==> src/rtl/steer_en_sm.sv <==
// Steering-enable state machine: qualifies rider presence and balance from the
// captured left/right load-cell readings before the balance controller may steer.
module steer_en_sm #(
  parameter int          FAST_SIM     = 0,
  parameter logic [11:0] MIN_RIDER_WT = 12'h200,
  parameter logic [11:0] WT_HYST      = 12'h040
) (
  input  logic        clk,
  input  logic        rst,
  input  logic [11:0] lft_ld,
  input  logic [11:0] rght_ld,
  input  logic        ld_vld,
  output logic        en_steer,
  output logic        rider_off
);

  localparam int          DATA_W = 12;
  localparam logic [12:0] ON_THR  = {1'b0, MIN_RIDER_WT} + {1'b0, WT_HYST};
  localparam logic [12:0] OFF_THR = {1'b0, MIN_RIDER_WT} - {1'b0, WT_HYST};

  localparam logic [1:0] IDLE     = 2'b00;
  localparam logic [1:0] WAIT     = 2'b01;
  localparam logic [1:0] STEER_EN = 2'b10;

  // Magnitude of a 13-bit signed difference of two 12-bit unsigned values
  // always fits back into 12 bits.
  function automatic logic [DATA_W-1:0] abs_diff_f(input logic signed [DATA_W:0] d);
    logic signed [DATA_W:0] n;
    n = -d;
    return d[DATA_W] ? n[DATA_W-1:0] : d[DATA_W-1:0];
  endfunction

  logic [DATA_W-1:0]        lft_q;
  logic [DATA_W-1:0]        rght_q;
  logic [1:0]               state;
  logic [1:0]               nxt_state;
  logic [25:0]              tmr;
  logic                     clr_tmr;
  logic                     inc_tmr;
  logic                     tmr_full;
  logic [DATA_W:0]          sum;
  logic signed [DATA_W:0]   diff;
  logic [DATA_W-1:0]        abs_diff;
  logic                     sum_gt_min;
  logic                     sum_lt_min;
  logic                     diff_gt_1_4;
  logic                     diff_gt_15_16;

  // Evaluation stage: everything below works from the captured sample only.
  assign sum           = {1'b0, lft_q} + {1'b0, rght_q};
  assign diff          = $signed({1'b0, lft_q}) - $signed({1'b0, rght_q});
  assign abs_diff      = abs_diff_f(diff);
  assign sum_gt_min    = (sum > ON_THR);
  assign sum_lt_min    = (sum < OFF_THR);
  assign diff_gt_1_4   = ({1'b0, abs_diff} > (sum >> 2));
  assign diff_gt_15_16 = ({1'b0, abs_diff} > (sum - (sum >> 4)));
  assign tmr_full      = (FAST_SIM != 0) ? (&tmr[14:0]) : (&tmr);

  always_comb begin
    nxt_state = state;
    clr_tmr   = 1'b0;
    inc_tmr   = 1'b0;
    case (state)
      IDLE: begin
        if (sum_gt_min) begin
          nxt_state = WAIT;
          clr_tmr   = 1'b1;
        end
      end
      WAIT: begin
        if (sum_lt_min)       nxt_state = IDLE;
        else if (diff_gt_1_4) clr_tmr   = 1'b1;
        else if (tmr_full)    nxt_state = STEER_EN;
        else                  inc_tmr   = 1'b1;
      end
      STEER_EN: begin
        if (sum_lt_min) nxt_state = IDLE;
        else if (diff_gt_15_16) begin
          nxt_state = WAIT;
          clr_tmr   = 1'b1;
        end
      end
      default: nxt_state = IDLE;
    endcase
  end

  // Register stage: sample capture, state and settle timer share one edge.
  always_ff @(posedge clk) begin
    if (rst) begin
      state  <= IDLE;
      tmr    <= '0;
      lft_q  <= '0;
      rght_q <= '0;
    end else begin
      state <= nxt_state;
      if (clr_tmr)                tmr <= '0;
      else if (inc_tmr && !(&tmr)) tmr <= tmr + 26'd1;
      if (ld_vld) begin
        lft_q  <= lft_ld;
        rght_q <= rght_ld;
      end
    end
  end

  assign en_steer  = (state == STEER_EN);
  assign rider_off = (state == IDLE);

endmodule

==> config.mk <==
export PLATFORM = sky130hd
export DESIGN_NAME = steer_en_sm
export DESIGN_NICKNAME = d
export VERILOG_FILES = /design/src/rtl/steer_en_sm.sv
export SDC_FILE = /design/constraint.sdc
export NUM_CORES = 1
export LEC_CHECK = 0
export BUFFER_PORTS_ARGS = -buffer_cell sky130_fd_sc_hd__buf_4
export CAP_MARGIN = 20
export CORE_AREA = 3 3 157 83
export DETAILED_ROUTE_END_ITERATION = 8
export DIE_AREA = 0 0 160 86
export GPL_ROUTABILITY_DRIVEN = 0
export PLACE_DENSITY = 0.7
export SLEW_MARGIN = 20
export SYNTH_ARGS = -nofsm -noshare
export SYNTH_HDL_FRONTEND = slang
export SYNTH_SLANG_ARGS = --single-unit
==> constraint.sdc <==
create_clock -name clk -period 7.2 [get_ports clk]
set_input_delay 0.36 -clock clk [delete_from_list [all_inputs] [get_ports clk]]
set_output_delay 0.36 -clock clk [all_outputs]
set_load 0.1 [all_outputs]
==> out/results.ini <==
[outcome]
status=complete, no violations

[sta]
fin_crit_ns=6.68
tightest_slew_ns=0.835
final_max_slew_viol_count=0
hold_slack_ns=0.290
max_freq_ghz=0.150
rsz0062_at_grt=false
finalHoldViolCount=0
setup-tns-final_ns=0
slew_headroom_pct=44.3
setup_viol=0
setup_ws_ns=0.520
fin_worst_skew_ns=0.0107
period_share_pct=92.8

[synthesis]
synth_edf_count=0
ys_seq_area_share_pct=19.8
synth-seq-cells=52
ys_top_cells_by_area=dfxtp_1 20%, ha_1 14%, xnor2_1 5.5%, mux2i_1 5.1%, nor2_1 4.6%
yosys_warnings=0
avgSynthCellArea_sq_um=8.00
yosys_most_used_dff=dfxtp_1
synth_nets=747
async_flop_share_pct=0
yosysUniqueCellTypes=77
synth_top_cell_area_share_pct=19.8
synth_top_area_cell=dfxtp_1
syn-instance-count=657
syn-cell-area_sq_um=5260

[grt]
grt_pass1_vias=4734
grt_pass1_wl_microns=21800
grt_max_degree=36
use_met1_pct=24.2
antenna_found_initial=0
grt-busiest-layer=met2
grt_overflow=0
grt.met2_usage_pct=32.4
grt_usage_pct=18.5
met3_usage_pct=3.23

[final_layout]
finish.utilization_pct=48.8
layout.area.seq_sq_um=1040
fin_nets=755
multi_input_area_sq_um=3880
final_common_cell=nor2_1
fin_cells=831
final_layout_size_suffix_gt1_share_pct=9.01
area_delta_synth_final_pct=8.55
nFillCells=1143
antennaDiodeCount=0
mostFrequentLayoutCells=65 x nor2_1, 60 x ha_1, 56 x inv_1
final_area_sq_um=5710

[drt]
antenna_left=0
drtIter0Drc=358
drc=0
viasPerCell=5.74
avgRoutedWirePerCell_microns=14.9
drt_pre_antenna_iters=5
vias=4769
routed_wl_microns=12400

[setup_path]
crit_fanout=26
end_kind=flop
startpoint_type=flop
arrival_ns=6.93
worstSetupPathType=reg2reg
worstPathRequired_ns=7.45

[cts]
cts_hold_buf=0
h-tree-depth=2
clk-insertion-delay-late_ns=0.30
path_clk_slew_ns=0.08
clockBufferDepth=2
cts_resized=0
cts_buffers=5
cts_tree=done
numClockSinks=52
cts_root_buffer=clkbuf_16
post_cts_buffers=0

[hold_path]
hold_class=in2reg

[die]
dieArea_sq_um=13800
initial_utilization_pct=44.9
dieHeight_microns=86
coreArea_sq_um=11700
io_pins=29
placementRows=28
dieWidth_microns=160

[placed_design]
port_buffers=28
post-dp-hpwl_microns=9490
post-place-ws_ns=0.612
dp.cells=823
place_area_sq_um=5550

[power_and_ir_drop]
ir_worst_vdd_uv=104
report.power.total_mw=1.40
p_per_area_nw_per_um2=245
leakage_nw=2.36

[flow_run]
max_cap_violations=0

[worst max-delay path, stage by stage, from the launching register on]
cell and delay (ns):
dfxtp_1 0.45, inv_1 0.10, fa_1 0.46, nor2_1 0.15, o31ai_1 0.11, xnor2_1 0.43
inv_1 0.15, ha_1 0.27, fa_1 0.41, nor2b_1 0.12, o21ai_0 0.10, nor2b_1 0.15
o41ai_1 0.49, a31oi_1 0.29, o211ai_1 0.26, xnor2_1 0.10, ha_1 0.32, nand3_1 0.13
nor4_1 0.32, a21oi_1 0.14, nor4bb_1 0.16, a221o_1 0.40, or3_1 0.36, a31o_2 0.42
o21ba_2 0.30
[cell type report]
class,count,share of cell area (%)
Clock buffer,5,2.19
Clock inverter,3,0.439
Inverter,57,3.75
Multi-Input combinational cell,520,67.9
Sequential cell,52,18.2
Tap cell,165,3.62
Timing Repair Buffer,29,3.82
[where the power goes]
part           internal [mW]  switching, mW  leakage, nW
combinational          0.325          0.512         1.86
sequential             0.300         0.0100        0.424
clock                  0.132          0.120       0.0708
[state kept, by name (all words and copies together) (netlist names)]
register and flops:
tmr 26, rght_q 12, lft_q 12, state 2
[cells in the mapped netlist (4+ instances only)]
cell type / count
a211o_1: 4
a21o_1: 10
a21oi_1: 47
a221oi_1: 4
a31oi_1: 7
and2_1: 7
and3_1: 9
buf_1: 4
buf_2: 6
clkbuf_1: 13
dfxtp_1: 52
ha_1: 60
inv_1: 56
mux2i_1: 27
nand2_1: 26
nand2b_1: 7
nand3_1: 24
nand4_1: 9
nor2_1: 65
nor2b_1: 12
nor3_1: 9
nor4_1: 6
o2111ai_1: 4
o211ai_1: 7
o21a_1: 8
o21ai_0: 15
o21bai_1: 5
o31ai_1: 23
or2_2: 5
or3_1: 8
or4_1: 18
xnor2_1: 33
xor2_1: 7
[final timing paths]
| kind | from | endpoint | slack [ns] | cells after the start |
|---|---|---|---|---|
| max | lft_q[1] | tmr[4] | 0.52 | 24 |
| min | lft_ld[1] | lft_q[1] | 0.29 | 3 |
| max reg2reg | lft_q[1] | tmr[4] | 0.52 | 24 |
| min reg2reg | tmr[11] | tmr[11] | 0.48 | 2 |
[cells by family after synthesis]
kind of cell,after synthesis,synth area share (%)
simple gates,220,22.6
compound gates,168,23.2
buf+inv,85,6.59
fa+ha+maj,63,15.4
flops,52,19.8
xor+xnor,41,6.97
mux,28,5.36
[layer usage]
metal	part of all wire (%)	wire, microns	vias to the layer above
met5	0	0	-
met4	0.99	122	0
li1	-	-	2419
met1	49	6090	2242
met3	4.0	499	10
met2	46	5660	98
(Power assumes the default switching activity.)
